**src/rtl/serial_add_pkg.sv**
```systemverilog
// Shared types for the bit-serial adder: FSM states and half-adder result.
package serial_add_pkg;

  typedef enum logic [1:0] {
    IDLE  = 2'd0,
    SHIFT = 2'd1,
    DONE  = 2'd2
  } state_e;

  typedef struct packed {
    logic s;
    logic c;
  } ha_t;

  function automatic ha_t ha_eval(input logic a, input logic b);
    ha_t r;
    r.s = a ^ b;
    r.c = a & b;
    return r;
  endfunction

endpackage

```
**src/rtl/ha_cell.sv**
```systemverilog
// One-bit half adder; two of these plus a carry register form the serial full adder.
module ha_cell
  import serial_add_pkg::*;
(
  input  logic a_i,
  input  logic b_i,
  output ha_t  r_o
);

  assign r_o = ha_eval(a_i, b_i);

endmodule

```
**src/rtl/serial_adder_seq.sv**
```systemverilog
// Bit-serial W-bit adder, LSB first, start/done handshake.
// Optional signed-overflow output enabled by defining SERIAL_ADD_OVF_EN.
module serial_adder_seq
  import serial_add_pkg::*;
#(
  parameter  int W     = 8,
  localparam int CNT_W = $clog2(W)
) (
  input  logic         clk,
  input  logic         rst_n,
  input  logic         start,
  input  logic [W-1:0] a_in,
  input  logic [W-1:0] b_in,
  input  logic         cin,
  output logic         busy,
  output logic         done,
  output logic [W-1:0] sum,
  output logic         cout
`ifdef SERIAL_ADD_OVF_EN
  ,
  output logic         ovf
`endif
);

  localparam logic [CNT_W-1:0] LAST = CNT_W'(W - 1);

  state_e           state_q;
  logic [W-1:0]     a_sh_q;
  logic [W-1:0]     b_sh_q;
  logic [W-1:0]     res_sh_q;
  logic [W-1:0]     sum_q;
  logic [CNT_W-1:0] cnt_q;
  logic             c_q;
  logic             cout_q;
  logic             busy_q;
  logic             done_q;

  ha_t  ha0;
  ha_t  ha1;
  logic bit_s;
  logic c_next;
  logic last;

  ha_cell u_ha0 (
    .a_i (a_sh_q[0]),
    .b_i (b_sh_q[0]),
    .r_o (ha0)
  );

  ha_cell u_ha1 (
    .a_i (ha0.s),
    .b_i (c_q),
    .r_o (ha1)
  );

  assign bit_s  = ha1.s;
  assign c_next = ha0.c | ha1.c;
  assign last   = (cnt_q == LAST);

`ifdef SERIAL_ADD_OVF_EN
  logic ovf_q;

  // Carry into the MSB is c_q on the last bit; xor with carry out flags overflow.
  always_ff @(posedge clk or negedge rst_n) begin
    if (!rst_n) begin
      ovf_q <= 1'b0;
    end else if (state_q == SHIFT && last) begin
      ovf_q <= c_q ^ c_next;
    end
  end

  assign ovf = ovf_q;
`endif

  always_ff @(posedge clk or negedge rst_n) begin
    if (!rst_n) begin
      state_q  <= IDLE;
      a_sh_q   <= '0;
      b_sh_q   <= '0;
      res_sh_q <= '0;
      sum_q    <= '0;
      cnt_q    <= '0;
      c_q      <= 1'b0;
      cout_q   <= 1'b0;
      busy_q   <= 1'b0;
      done_q   <= 1'b0;
    end else begin
      unique case (state_q)
        IDLE, DONE: begin
          done_q <= 1'b0;
          if (start) begin
            a_sh_q  <= a_in;
            b_sh_q  <= b_in;
            c_q     <= cin;
            cnt_q   <= '0;
            busy_q  <= 1'b1;
            state_q <= SHIFT;
          end else begin
            state_q <= IDLE;
          end
        end
        SHIFT: begin
          a_sh_q   <= a_sh_q >> 1;
          b_sh_q   <= b_sh_q >> 1;
          res_sh_q <= {bit_s, res_sh_q[W-1:1]};
          c_q      <= c_next;
          cnt_q    <= cnt_q + 1'b1;
          if (last) begin
            sum_q   <= {bit_s, res_sh_q[W-1:1]};
            cout_q  <= c_next;
            busy_q  <= 1'b0;
            done_q  <= 1'b1;
            state_q <= DONE;
          end
        end
        default: begin
          busy_q  <= 1'b0;
          done_q  <= 1'b0;
          state_q <= IDLE;
        end
      endcase
    end
  end

  assign busy = busy_q;
  assign done = done_q;
  assign sum  = sum_q;
  assign cout = cout_q;

endmodule
```
**config.mk**
```make
export PLATFORM = sky130hd
export DESIGN_NAME = serial_adder_seq
export DESIGN_NICKNAME = d
export VERILOG_FILES = /design/src/rtl/serial_add_pkg.sv /design/src/rtl/ha_cell.sv /design/src/rtl/serial_adder_seq.sv
export SDC_FILE = /design/constraint.sdc
export NUM_CORES = 1
export LEC_CHECK = 0
export BUFFER_PORTS_ARGS = -buffer_cell sky130_fd_sc_hd__buf_2
export CORE_MARGIN = 1
export CORE_UTILIZATION = 51
export CTS_BUF_LIST = sky130_fd_sc_hd__clkbuf_4
export CTS_CLUSTER_SIZE = 20
export DETAILED_ROUTE_END_ITERATION = 8
export GPL_ROUTABILITY_DRIVEN = 0
export PLACE_DENSITY = 0.8
export SYNTH_ARGS = -nofsm -noshare
export SYNTH_HDL_FRONTEND = slang
export SYNTH_HIERARCHICAL = 1
export SYNTH_SLANG_ARGS = --single-unit
```
**constraint.sdc**
```tcl
create_clock -name clk -period 1.7 [get_ports clk]
set_clock_uncertainty 0.1 [all_clocks]
set_input_delay 0.34 -clock clk [delete_from_list [all_inputs] [get_ports clk]]
set_output_delay 0.34 -clock clk [all_outputs]
set_load 0.01 [all_outputs]
```
# Yosys cells after proc, flatten, opt, wreduce, memory -nomap -nowiden
# Index checks and enable logic that the tools add are counted.
[word_totals] ff_bits=41 in_bits=20 out_inout_bits=11
[classes] add_sub_neg=1 n_eq_ne=5 n_mux=16 bitwise=5 reduce_logical=6
[op_table] op="$pmux 8 s2" count=2
[op_table] op="$mux 8" count=2
[op_table] op="$mux 1" count=6
[op_table] op="$pmux 3 s2" count=1
[op_table] op="$reduce_and 2->1" count=3
[op_table] op="$ne 2x2->1 const B" count=2
[op_table] op="$pmux 1 s2" count=2
[op_table] op="$pmux 2 s2" count=1
[op_table] op="$add 3x1->3 const B" count=1
[op_table] op="$eq 3x3->1 const B" count=1
[op_table] op="$mux 3" count=1
[op_table] op="$and 1x1->1" count=2
[op_table] op="$eq 2x1->1 const B" count=1
[op_table] op="$eq 2x2->1 const B" count=1
[op_table] op="$logic_not 2->1" count=1
[op_table] op="$mux 2" count=1
[op_table] op="$reduce_bool 2->1" count=1
[op_table] op="$reduce_or 2->1" count=1
[op_table] op="$xor 1x1->1" count=2
[op_table] op="$or 1x1->1" count=1

# Logic depth before layout (Yosys ltp)
# Gate-level depths: netlist of the first run.
[logic_depth] ltp_word=4 ltp_mapped=6

# Hierarchy
# Netlist of the first run, hierarchy kept.
[by_module_without_submodules] mod="serial_adder_seq" instances=1 cells_each=159 area_each_um2=1655.3 seq_area_each_um2=975.9
[by_module_without_submodules] mod="ha_cell" instances=2 cells_each=1 area_each_um2=12.5 seq_area_each_um2=0.0

# Least setup slack after synthesis of the first run
# No wires, ideal clock.
[synth_timing] path_kind="register -> register" start="register cnt_q[0]" end="register sum_q[0] (netlist: sum[0])" setup_ns=0.125 arrival_time_ns=1.350 path_slack_ns=0.125 path_stages_with_launch=6 synth_period_minus_slack_ns=1.575 path_cell_list="dfrtp_1 > ha_1 > ha_1 > nand3b_1 > buf_4 > mux2_4"
[synth_via] elab_chain_cells=2
[synth_lines] element="from (decl)" line="serial_adder_seq.sv:32" rtl="logic [CNT_W-1:0] cnt_q;"
[synth_lines] element="from (signal assigned)" line="serial_adder_seq.sv:107" rtl="cnt_q <= cnt_q + 1'b1;"
[synth_lines] element="$eq 3x3->1" line="serial_adder_seq.sv:58" rtl="assign last = (cnt_q == LAST);"
[synth_lines] element="$reduce_and 2->1 (no line)"
[synth_lines] element="to (signal assigned)" line="serial_adder_seq.sv:109" rtl="sum_q <= {bit_s, res_sh_q[W-1:1]};"
[synth_lines] element="to (decl)" line="serial_adder_seq.sv:31" rtl="logic [W-1:0] sum_q;"
# No other way between the ends.
# A chain may end at the register's enable or synchronous reset.

# Worst setup path after layout of the first run
[layout_timing] start="register cnt_q[0]" end="register sum_q[5] (netlist: sum[5])"
# The elaborated chain is that of the path after synthesis.

==> results.txt, run 1 <==
fill cell count: 261
routed wire length: 3090 um
# setup viols final: 0
ANT cells: 0
full die area: 3530 sq um
Worst Hold Class: input port to flop
Place WS: 48.1 ps
Min Clock Period, post-route: 1630 ps
final design utilization: 64.1%
CTS sink count: 39
synthesized area: 1680 sq um
first-pass GRT wire length: 5250 um
CTS clock-pin slew for the worst setup and hold paths: 110 ps
crit path cell chain: ha_1 > ha_2 > nand3b_1 > buf_6 > mux2_4
detailed placement HPWL: 2210 um
die height: 59.4 um
layout cell share with drive strength beyond 1: 29.4%
Clk Tree Root Cell: clkbuf_4
CP top delay family: flip-flops
gr usage total: 20.6%
Worst Path Required: 1840 ps
FFs w/ async S/R, synth: 100%
chip width: 59.4 um
Critical Path AT: 1760 ps
critical path's slowest cell: dfrtp_1
VDD IR max: 0.000803 V
commonest cells after routing, fill and taps aside: nand2_1, dfrtp_1, buf_2
Slew HR: 60.5%
Core Area: 3080 sq um
Clock Latency Late Sink: 340 ps
Via density: 5.06
WL/cell: 12.6 um
synthesized flop and latch total: 39
Max Freq: 0.614 GHz
worst slew pin tran: 593 ps
Ys Warns: 6
Netlist cell types: 21
Initial Utilization: 54.6%
syn_area_per_cell: 10.4 sq um
Post-synth EDFFs: 0
drt initial violations: 31
CP max stage delay: 400 ps
Synth Flop Type: dfrtp_1
leakage power: 0.00101 uW
setup slack after layout: 72.0 ps
Net Count, Synth: 185
port bufs: 30
most common cell after layout, fill and taps aside: nand2_1
Slew Viols, Final: 0
via count of the first global-routing pass: 1247
Max H-tree Level: 2
CP Max Fanout: 5
TritonCTS buffer count: 5
startpoint types: flop
Final period util: 95.8%
P per Cell Area: 1860 nW/um^2
Critical path buffers and inverters: 1
I/O pin count: 31
Hold Violations, Final: 0
vias: 1240
Area Growth Syn to Fin: 17.4%
grt total ovfl: 0
Max-Cap Viols: 0
WS Path Type: flop to flop
Syn Inst Count: 161
Post-route DRC: 0
post-synthesis sequential area ratio: 58.1%
# nets final: 224
largest net degree at the start of global routing: 19
antenna-violating nets left: 0
First-pass DRT Iterations: 4
initial antenna violation count: 0
clk buf depth: 2
Worst Setup End Kind: flop
row count: 20
CTS tree: done
outcome: finished clean
## flip-flops by register name, summed over array words and instances, names as in the netlist
name and flops:
a_sh_q 8, busy 1, cout 1, done 1
b_sh_q 8, cnt_q 3, state_q 1, sum 8
res_sh_q 7, c_q 1
## layout make-up
cell class,count,area [sq um],area share (%)
sequential,39,976,49.5
multi-input combinational,111,631,32.0
timing repair buffer,42,250,12.7
tap,44,55.1,2.79
clock buffer,7,52.6,2.66
clock inverter,1,5.00,0.254
inverter,1,3.75,0.190
## what timing repair did
item                       in CTS  in global routing
hold endpoints to repair        9                  0
hold buffers                    1                  0
gates resized for setup         0                  3
setup endpoints to repair       0                  7
setup buffers                   0                  2
## stage by stage
stage	cell area (sq um)	cells	hold slack (ps)	power (uW)	TNS (ps)
detailed placement	1880	234	115	3170	0
floorplan	1680	161	-55.6	2750	0
global placement	1880	234	110	3080	0
finish	1970	245	113	3670	0
global route	1970	245	107	3970	-14.1
CTS	1950	243	103	3660	0
## worst reg2reg max path, delay by kind of cell, from the launching register on
kind | cells | cell delay, ps
buffers and inverters | 1 | 160
adder cells (fa/ha/maj) | 2 | 390
multiplexers | 1 | 290
AND/OR/NAND/NOR | 1 | 170
flip-flops | 1 | 400
## path summary, 6_finish.rpt
| check | from | to | slack [ps] | cells after the start |
|---|---|---|---|---|
| min in group asynchronous | rst_n | res_sh_q[1] | 260 | 2 |
| max in group asynchronous | rst_n | b_sh_q[7] | 730 | 3 |
| worst min-delay path | a_in[7] | a_sh_q[7] | 110 | 2 |
| worst max register to register | cnt_q[0] | sum[5] | 70 | 5 |
| worst max-delay path | cnt_q[0] | sum[5] | 70 | 5 |
| worst min register to register | res_sh_q[3] | res_sh_q[2] | 410 | 2 |
## power by group
group	total [uW]	switching [uW]	internal [uW]	leakage (uW)
Sequential	1630	266	1370	0.000466
Clock	478	285	193	0.0000361
Combinational	1560	816	740	0.000512
Total	3670	1370	2300	0.00101
## metal layers
metal / vias up / part of all wire, % / global-route usage [%]
met5: - / 0 / 0
met4: 0 / 1.4 / 8.50
met3: 4 / 4.9 / 6.77
met2: 28 / 50 / 36.0
met1: 592 / 44 / 22.9
li1: 616 / - / -
## Yosys cell counts, types with 2 or more instances
library cell,count,share of area (%)
nand2_1,51,11
dfrtp_1,39,58
nor2_1,18,4.0
a31oi_1,14,5.2
mux2_4,7,6.3
a22o_1,4,2.1
buf_2,4,1.2
buf_4,4,1.8
ha_1,4,3.0
o21ai_0,3,0.89
buf_6,2,1.3
nand2b_1,2,0.74
## cell families after synthesis
kind of cell,after synthesis,synth area share (%)
buffers and inverters,11,4.54
muxes,8,6.92
adders and majority gates,4,2.98
AOI/OAI and AO/OA,23,9.08
DFF,39,58.1
and+or+nand+nor,76,18.4
Note: power is estimated with default switching activity, not from simulation.
==> run 2, diff against run 1 <==
==> constraint.sdc (replaced) <==
create_clock -name clk -period 1.45 [get_ports clk]
set_clock_uncertainty 0.1 [all_clocks]
set_input_delay 0.29 -clock clk [delete_from_list [all_inputs] [get_ports clk]]
set_output_delay 0.29 -clock clk [all_outputs]
set_load 0.01 [all_outputs]
==> run 2 against run 1 <==
Against the previous run:
- the flow now finishes with violations (setup timing)
- sequential cell count unchanged
- non-clock buffer count up 9
- setup slack lost 150 ps
- first-iteration DRC count grew 110%
==> results.txt, run 2 (synthesized netlist as in run 1, its figures left out) <==
wire length on met3: 149 um (-2.0%)
gr usage total: 21.8% (+1.3 points)
RSZ-0062 raised after global routing: true
Post-route DRC: 0 (unchanged)
detailed placement HPWL: 2360 um (+6.7%)
R2R Setup Slk: -80 ps (-150 ps)
via count of the first global-routing pass: 1249 (+0.16%)
WL met2: 1600 um (+4.4%)
CP max stage delay: 390 ps (about the same)
Slew HR: 72.6% (+12 points)
final hold slack: 82.2 ps (-31.1 ps)
CTS sink count: 39 (unchanged)
routed wire length: 3230 um (+4.3%)
Min Clock Period, post-route: 1530 ps (-96.2 ps)
clk buf depth: 2 (unchanged)
Clk Tree Root Cell: clkbuf_4
vias: 1273 (+2.7%)
Max H-tree Level: 2 (unchanged)
Critical Path AT: 1670 ps (-90 ps)
Worst Hold Depth: 3 (+1)
First-pass DRT Iterations: 4 (unchanged)
RR Startpoint: cnt_q[0]
setup slack after layout: -81.8 ps (-154 ps)
Metal-1 WL: 1460 um (+7.4%)
most common cell after layout, fill and taps aside: nand2_1
P per Cell Area: 2160 nW/um^2 (+16%)
critical path's slowest cell: dfrtp_1
first-pass GRT wire length: 5580 um (+6.2%)
Worst Setup End Kind: flop
leakage power: 0.00107 uW (+5.5%)
Via density: 5.01 (-0.98%)
final design utilization: 67.9% (+3.8 points)
crit path cell chain: ha_2 > ha_4 > nand3b_1 > buf_4 > mux2_4
die height: 59.4 um (unchanged)
largest net degree at the start of global routing: 19 (unchanged)
Worst R2R End: sum[7]
CP Max Fanout: 3 (-2)
full die area: 3530 sq um (unchanged)
# setup viols final: 10 (+10)
Hold Violations, Final: 0 (unchanged)
initial antenna violation count: 0 (unchanged)
ANT cells: 0 (unchanged)
port bufs: 30 (unchanged)
Max Freq: 0.653 GHz (+6.3%)
worst slew pin tran: 410 ps (-183 ps)
layout cell share with drive strength beyond 1: 33.3% (+4.0 points)
Max Used Layer: met4
Worst Reg2Reg Path Length in Cells: 5 (unchanged)
commonest cells after routing, fill and taps aside: nand2_1, dfrtp_1, buf_2
CTS clock-pin slew for the worst setup and hold paths: 110 ps (about the same)
Initial Utilization: 54.6% (unchanged)
Slew Viols, Final: 0 (unchanged)
drt initial violations: 65 (+110%)
# nets final: 233 (+4.0%)
Worst Hold End: b_sh_q[5]
WS Path Type: flop to flop
Place WS: -119 ps (-167 ps)
Final period util: 106% (+9.9 points)
Max-Cap Viols: 0 (unchanged)
antenna-violating nets left: 0 (unchanged)
outcome: finished with violations
VDD IR max: 0.00100 V (+24%)
row count: 20 (unchanged)
Area Growth Syn to Fin: 24.3%
Worst Path Required: 1590 ps (-250 ps)
chip width: 59.4 um (unchanged)
WL/cell: 12.7 um (+0.61%)
TritonCTS buffer count: 5 (unchanged)
Clock Latency Late Sink: 340 ps (about the same)
Worst Hold Class: input port to flop
grt total ovfl: 0 (unchanged)
startpoint types: flop
Core Area: 3080 sq um (unchanged)
CTS tree: done
I/O pin count: 31 (unchanged)
failing checks: setup timing
HP Start: b_in[5]
[run 2: changes by cell type in the layout (fill, tap and decap cells not counted), moves of 2 or more]
cell,previous run,this run
buf_12,0,3
buf_4,9,17
buf_6,2,0
clkinv_1,0,2
ha_1,3,1
nor2_1,18,16
nor2_2,0,2
[run 2: area by class of cell]
cell class                      count  area [sq um]
Multi-Input combinational cell    111           654
Sequential cell                    39           976
Timing Repair Buffer               51           348
Clock inverter                      2          7.51
Inverter                            1          3.75
Clock buffer                        6          45.0
Tap cell                           44          55.1
Fill cell                         248           988
[run 2: worst max-delay path by stage]
stage	depth (start not counted)	to	slack, ps	from
after floorplan	5	sum[0]	-50	cnt_q[0]
after global placement	5	sum[2]	-80	cnt_q[1]
after detailed placement	5	sum[2]	-120	cnt_q[1]
after CTS	5	sum[7]	-100	cnt_q[0]
after global routing	5	sum[7]	-140	cnt_q[0]
final	5	sum[7]	-80	cnt_q[0]
[run 2: routing by layer]
metal,GRT usage [%],up-vias
met5,0,-
met1,27.3,610
met4,6.12,0
li1,-,629
met3,6.77,2
met2,36.4,32
[run 2: per-stage QoR]
step / area [sq um] / setup TNS [ps] / total power [uW] / std cells
after floorplan: 1700 / -317 / 3250 / 161
after global placement: 1990 / -499 / 3790 / 242
after detailed placement: 1990 / -765 / 3920 / 242
after CTS: 2070 / -785 / 4510 / 252
after global routing: 2090 / -1220 / 4930 / 254
final: 2090 / -642 / 4520 / 254
[run 2: report_power, final]
group	total [uW]	switching, uW	internal (uW)
combinational	2060	1010	1060
clock	535	337	198
sequential	1920	313	1600
[run 2: repair_timing]
action,in CTS,in global routing
setup endpoints to repair,10,10
hold endpoints to repair,16,0
resized for setup,3,1
hold buffers,1,0
pin swaps,4,2
gates cloned,0,0
buffers inserted,1,2
[run 2: critical path: cells and delay by family (launching register included)]
family	cells	cell delay (ps)
mux	1	290
buf+inv	1	160
flops	1	390
simple gates	1	140
fa+ha+maj	2	350
